`config.mk`:
```
export PLATFORM = sky130hd
export DESIGN_NAME = dual_adc_capture
export DESIGN_NICKNAME = d
export VERILOG_FILES = /design/src/rtl/dual_adc_capture_pkg.sv /design/src/rtl/capture_ram.sv /design/src/rtl/dual_adc_capture.sv
export SDC_FILE = /design/constraint.sdc
export NUM_CORES = 2
export LEC_CHECK = 0
export BUFFER_PORTS_ARGS = -buffer_cell sky130_fd_sc_hd__buf_4
export CORE_UTILIZATION = 28
export CTS_CLUSTER_DIAMETER = 30
export DETAILED_ROUTE_END_ITERATION = 8
export GPL_TIMING_DRIVEN = 0
export PLACE_DENSITY = 0.48
export SETUP_SLACK_MARGIN = 0.15
export SLEW_MARGIN = 20
export SYNTH_ARGS = -nofsm -noshare
export SYNTH_HDL_FRONTEND = slang
export SYNTH_SLANG_ARGS = --single-unit
```
`constraint.sdc`:
```
create_clock -name clk -period 5.75 [get_ports clk]
set_clock_uncertainty 0.1 [all_clocks]
set_input_delay 0.575 -clock clk [delete_from_list [all_inputs] [get_ports clk]]
set_output_delay 0.575 -clock clk [all_outputs]
set_load 0.1 [all_outputs]
```
`src/rtl/dual_adc_capture_pkg.sv`:
```
// Shared definitions for the dual-channel ADC capture engine.
package dual_adc_capture_pkg;

    typedef enum logic [1:0] {
        ST_IDLE    = 2'd0,
        ST_ARMED   = 2'd1,
        ST_CAPTURE = 2'd2,
        ST_DONE    = 2'd3
    } state_t;

    // Cycles from an accepted rd_en to rd_data/rd_valid.
    localparam int unsigned RD_LATENCY = 1;

endpackage

```
`src/rtl/capture_ram.sv`:
```
// Simple dual-port sample RAM: synchronous write, synchronous registered read.
module capture_ram #(
    parameter int unsigned WIDTH  = 16,
    parameter int unsigned ADDR_W = 8
) (
    input  logic              clk,
    input  logic              i_we,
    input  logic [ADDR_W-1:0] i_waddr,
    input  logic [WIDTH-1:0]  i_wdata,
    input  logic              i_re,
    input  logic [ADDR_W-1:0] i_raddr,
    output logic [WIDTH-1:0]  o_rdata
);

    logic [WIDTH-1:0] r_mem [0:(1 << ADDR_W)-1];
    logic [WIDTH-1:0] r_rdata;

    // Write port and registered read port; no reset so block RAM is inferred.
    always_ff @(posedge clk) begin
        if (i_we) begin
            r_mem[i_waddr] <= i_wdata;
        end
        if (i_re) begin
            r_rdata <= r_mem[i_raddr];
        end
    end

    assign o_rdata = r_rdata;

endmodule

```
`src/rtl/dual_adc_capture.sv`:
```
// Dual-channel ADC capture: sample clock generation, level trigger on
// channel A, DEPTH-pair capture into RAM and pipelined readback.
module dual_adc_capture
    import dual_adc_capture_pkg::*;
#(
    parameter int unsigned BITS       = 8,
    parameter int unsigned DEPTH_LOG2 = 8,
    parameter int unsigned CLK_DIV    = 4
) (
    input  logic              clk,
    input  logic              aReset,
    output logic              adc_a_c,
    output logic              adc_b_c,
    input  logic [BITS-1:0]   adc_a_d,
    input  logic [BITS-1:0]   adc_b_d,
    input  logic              arm,
    input  logic              force_trig,
    input  logic [BITS-1:0]   trig_level,
    input  logic              trig_edge,
    input  logic              rd_en,
    output logic [2*BITS-1:0] rd_data,
    output logic              rd_valid,
    output logic [1:0]        state
);

    localparam int unsigned          DIV_W    = $clog2(CLK_DIV);
    localparam logic [DIV_W-1:0]     DIV_LAST = DIV_W'(CLK_DIV - 1);
    localparam logic [DIV_W-1:0]     DIV_HALF = DIV_W'(CLK_DIV / 2);
    localparam logic [DEPTH_LOG2-1:0] PTR_LAST = '1;
    localparam int unsigned          VLD_W    = RD_LATENCY;

    logic [DIV_W-1:0]      r_div_cnt;
    logic                  r_adc_c;
    logic [BITS-1:0]       r_sa;
    logic [BITS-1:0]       r_sb;
    logic [BITS-1:0]       r_prev_a;
    logic                  r_prev_ok;
    state_t                r_state;
    logic [DEPTH_LOG2-1:0] r_wr_ptr;
    logic [DEPTH_LOG2-1:0] r_rd_ptr;
    logic [VLD_W-1:0]      r_rd_pipe;

    logic                  w_stb;
    logic                  w_cross;
    logic                  w_trig;
    logic                  w_we;
    logic [DEPTH_LOG2-1:0] w_waddr;
    logic                  w_re;
    logic [2*BITS-1:0]     w_ram_q;

    // Sample-period divider and registered ADC sample clock.
    always_ff @(posedge clk or posedge aReset) begin
        if (aReset) begin
            r_div_cnt <= '0;
            r_adc_c   <= 1'b0;
        end else begin
            r_div_cnt <= (r_div_cnt == DIV_LAST) ? '0 : r_div_cnt + 1'b1;
            r_adc_c   <= (r_div_cnt < DIV_HALF);
        end
    end

    // Input registers for both sample buses, loaded every clock.
    always_ff @(posedge clk or posedge aReset) begin
        if (aReset) begin
            r_sa <= '0;
            r_sb <= '0;
        end else begin
            r_sa <= adc_a_d;
            r_sb <= adc_b_d;
        end
    end

    // Strobe, trigger compare, RAM write/read enables; arm blocks all of them.
    always_comb begin
        w_stb   = (r_div_cnt == DIV_LAST);
        w_cross = trig_edge ? ((r_prev_a <  trig_level) && (r_sa >= trig_level))
                            : ((r_prev_a >= trig_level) && (r_sa <  trig_level));
        w_trig  = force_trig || (r_prev_ok && w_cross);
        w_we    = !arm && w_stb &&
                  (((r_state == ST_ARMED) && w_trig) || (r_state == ST_CAPTURE));
        w_waddr = (r_state == ST_ARMED) ? '0 : r_wr_ptr;
        w_re    = !arm && rd_en && (r_state == ST_DONE);
    end

    // Capture FSM with write/read pointers; arm restarts from any state.
    always_ff @(posedge clk or posedge aReset) begin
        if (aReset) begin
            r_state   <= ST_IDLE;
            r_wr_ptr  <= '0;
            r_rd_ptr  <= '0;
            r_prev_a  <= '0;
            r_prev_ok <= 1'b0;
        end else if (arm) begin
            r_state   <= ST_ARMED;
            r_wr_ptr  <= '0;
            r_rd_ptr  <= '0;
            r_prev_ok <= 1'b0;
        end else begin
            case (r_state)
                ST_ARMED: begin
                    if (w_stb) begin
                        r_prev_a  <= r_sa;
                        r_prev_ok <= 1'b1;
                        if (w_trig) begin
                            r_wr_ptr <= DEPTH_LOG2'(1);
                            r_state  <= ST_CAPTURE;
                        end
                    end
                end
                ST_CAPTURE: begin
                    if (w_stb) begin
                        r_wr_ptr <= r_wr_ptr + 1'b1;
                        if (r_wr_ptr == PTR_LAST) begin
                            r_state <= ST_DONE;
                        end
                    end
                end
                ST_DONE: begin
                    if (rd_en) begin
                        if (r_rd_ptr == PTR_LAST) begin
                            r_rd_ptr <= '0;
                            r_state  <= ST_IDLE;
                        end else begin
                            r_rd_ptr <= r_rd_ptr + 1'b1;
                        end
                    end
                end
                default: begin
                end
            endcase
        end
    end

    // Read-valid pipeline matching the RAM read latency; unaffected by arm.
    always_ff @(posedge clk or posedge aReset) begin
        if (aReset) begin
            r_rd_pipe <= '0;
        end else begin
            r_rd_pipe <= (r_rd_pipe << 1) | VLD_W'(w_re);
        end
    end

    capture_ram #(
        .WIDTH  (2 * BITS),
        .ADDR_W (DEPTH_LOG2)
    ) u_ram (
        .clk     (clk),
        .i_we    (w_we),
        .i_waddr (w_waddr),
        .i_wdata ({r_sb, r_sa}),
        .i_re    (w_re),
        .i_raddr (r_rd_ptr),
        .o_rdata (w_ram_q)
    );

    // The RAM output register has no reset, so rd_data is held at zero unless valid.
    assign rd_valid = r_rd_pipe[VLD_W-1];
    assign rd_data  = rd_valid ? w_ram_q : '0;
    assign adc_a_c  = r_adc_c;
    assign adc_b_c  = r_adc_c;
    assign state    = r_state;

endmodule

```
==> results.py <==
metrics = {
    "flow_run": {
        "drv_cap": 0,
    },
    "place": {
        "gp_congestion": 0.870,
        "port_buffers": 50,
        "placed_area_um2": 175000,
        "place_ws_ns": -0.684,
        "placed_cells": 15300,
        "hpwl_um": 358000,
    },
    "sta": {
        "rsz0062_at_grt": "false",
        "setup_viol": 0,
        "slew_headroom_pct": 13.3,
        "max_freq_mhz": 180,
        "final-max-slew-violation-count": 0,
        "worstMarginPinSlew_ns": 1.29,
        "layout_worst_path_cycle_share_pct": 96.9,
        "setup_tns_ns": 0,
        "hold_violations": 0,
        "setup_slack_ns": 0.180,
        "period_needed_ns": 5.57,
    },
    "setup_path": {
        "r2r_slack_ns": 0.18,
        "path_class": "register to register",
        "cp_max_fo": 10,
        "critical_path.max_stage_delay_ns": 0.79,
        "crit_start": "r_rd_ptr[1]$_DFFE_PP0P_",
        "rr_worst_depth": 10,
        "start_kind": "register",
        "cp.arrival_ns": 6.29,
        "path_cells": "buf_2, clkbuf_4, nand3_1, buf_1, clkbuf_1, o22ai_1, nor3_1, a21oi_2, nand4_1, a211oi_2",
        "cp_top_family": "buffers and inverters",
        "crit_buf_inv": 4,
        "cp_num_cells": 10,
        "slowest_stage": "nand4_1",
        "r2r_start": "r_rd_ptr[1]$_DFFE_PP0P_",
        "endpoint_kind": "register",
        "required_ns": 6.47,
    },
    "floorplan": {
        "start_util_pct": 28.1,
        "die_x_um": 756,
        "coreArea_um2": 566000,
        "die_y_um": 756,
        "die-area_um2": 571000,
        "pin_count": 51,
        "rows": 276,
    },
    "cts": {
        "insertion_delay_ns": 1.07,
        "h-tree-depth": 6,
        "clock-sinks": 4159,
        "cts_buffers": 852,
        "cts_tree": "done",
        "clk_pin_slew_worst_paths_ns": 0.05,
        "root_buffer": "clkbuf_16",
        "clock_path_buffers": 4,
    },
    "status": {
        "status": "finished, final reports clean",
    },
    "yosys": {
        "netlist.area_leader.share_pct": 77.6,
        "synth-main-ff-cell": "edfxtp_1",
        "synth_nets": 7448,
        "synthCells": 7399,
        "syn_area_per_cell_um2": 21.5,
        "yosys_warnings": 0,
        "async_reset_ff_share_pct": 1.13,
        "synth_edf_count": 4112,
        "synth_cell_types": 55,
        "synth_area_leaders": "edfxtp_1, mux4_2, mux2i_1",
        "yosysTopAreaCell": "edfxtp_1",
        "ys_seq_elements": 4159,
        "synth_area_um2": 159000,
        "synth_sequential_area_ratio_pct": 78.3,
    },
    "finish": {
        "nNetsFinal": 8684,
        "multi_input_area_um2": 33400,
        "fillers": 51800,
        "stdcell_count": 16900,
        "design_area_um2": 206000,
        "layout-drive-gt1-share_pct": 33.5,
        "layout_commonest_cell": "edfxtp_1",
        "area.sequential_um2": 125000,
        "mostFrequentLayoutCells": "edfxtp_1, clkbuf_16, mux4_2",
        "syn2layout_area_growth_pct": 29.2,
    },
    "route": {
        "detail_route.iter0.violations": 9637,
        "wirelength_um": 512000,
        "antenna_left": 0,
        "drt_first_pass_iters": 5,
        "viasPerCell": 4.97,
        "drcViolationCount": 0,
        "dr_total_vias": 83900,
        "post_drt_wl_per_cell_um": 30.3,
    },
    "grt": {
        "grt_pass1_vias": 86400,
        "grt-ovfl-total": 0,
        "antenna_found_initial": 38,
        "grt_max_degree": 73,
        "grt_usage_pct": 17.5,
        "grt_pass1_wl_um": 700000,
    },
    "hold_path": {
        "holdCritPathClass": "primary input to asynchronous set/reset pin",
    },
    "power_and_ir_drop": {
        "peakVddDrop_uv": 292,
        "p_leak_nw": 64.2,
        "power_density_nw_per_um2": 416,
    },
}
## power by group
| part | internal [mW] | total [mW] | switching, mW |
|---|---|---|---|
| sequential | 33.4 | 33.5 | 0.0936 |
| clock | 33.5 | 50.1 | 16.7 |
| combinational | 0.641 | 1.83 | 1.19 |
| total | 67.5 | 85.5 | 17.9 |
## metrics by stage
stage               hold slack (ns)  total power, mW  util (%)
global placement              0.320             35.9      29.9
CTS                         0.00110             86.0      36.3
floorplan                     0.298             35.0         -
finish                       0.0725             85.5      36.3
global route                 0.0593             87.5      36.3
detailed placement            0.322             35.9      31.0
## state kept, by name (all words and copies together) (netlist names)
| signal | cells |
|---|---|
| adc_a_c | 1 |
| r_div_cnt | 2 |
| r_prev_a | 8 |
| r_prev_ok | 1 |
| r_rd_ptr | 8 |
| r_sa | 8 |
| r_sb | 8 |
| r_wr_ptr | 8 |
| rd_valid | 1 |
| state | 2 |
| u_ram.o_rdata | 16 |
| u_ram.r_mem | 4096 |
## routing by layer
layer	part of all wire (%)	vias to the layer above	global-route usage [%]
li1	-	34200	-
met1	42	45400	23.4
met2	47	3603	28.1
met3	7.5	785	3.54
met4	3.6	14	6.26
met5	0.019	-	0
## Yosys cell counts (25+ instances only)
library cell	number
o22ai_1	274
a22o_1	96
nand3_1	28
buf_6	25
nor2_1	283
edfxtp_1	4112
a22oi_1	112
nand4_1	38
o21ai_0	35
nor4_1	65
a21oi_1	127
buf_4	98
mux2i_1	561
a221oi_1	48
clkbuf_1	191
buf_1	32
mux4_2	801
nand2_1	73
nor3_1	83
buf_2	86
dfrtp_1	47
nor2b_1	26
## what timing repair did
action | CTS | global route
pin swaps | 8 | 4
buffers inserted | 2 | 0
endpoints found under the setup margin | 15 | 7
hold buffers | 35 | 0
hold endpoints to repair | 97 | 0
resized for setup | 28 | 14
## worst min-delay path, stage by stage
cell	delay [ns]
dlygate4sd3_1	0.54
buf_4	0.14
inv_4	0.48
## cell families after synthesis
| group | synth area share [%] |
|---|---|
| AOI/OAI and AO/OA | 3.17 |
| and+or+nand+nor | 1.94 |
| buffers and inverters | 1.48 |
| DFF | 78.3 |
| xor gates and xnor gates | 0.0165 |
| adders and majority gates | 0.149 |
| muxes | 14.9 |
## area by class of cell
type                            instances  share of cell area, %
Sequential cell                      4159                   60.7
Multi-Input combinational cell       2790                   16.3
Clock buffer                          940                   10.6
Tap cell                             7506                   4.57
Clock inverter                        653                   3.86
Timing Repair Buffer                  382                   2.81
Buffer                                433                   1.15
Inverter                               17                 0.0323
Antenna cell                            5                0.00609
## final timing paths
kind | to
max reg2reg | u_ram.o_rdata[9]$_DFFE_PP_
min in group clk | r_sb[4]$_DFF_PP0_
max | u_ram.o_rdata[9]$_DFFE_PP_
min | r_sb[6]$_DFF_PP0_
max in group asynchronous | r_wr_ptr[3]$_DFFE_PP0P_
min reg2reg | r_div_cnt[0]$_DFF_PP0_
No activity file was read; power rests on OpenSTA's default activity.
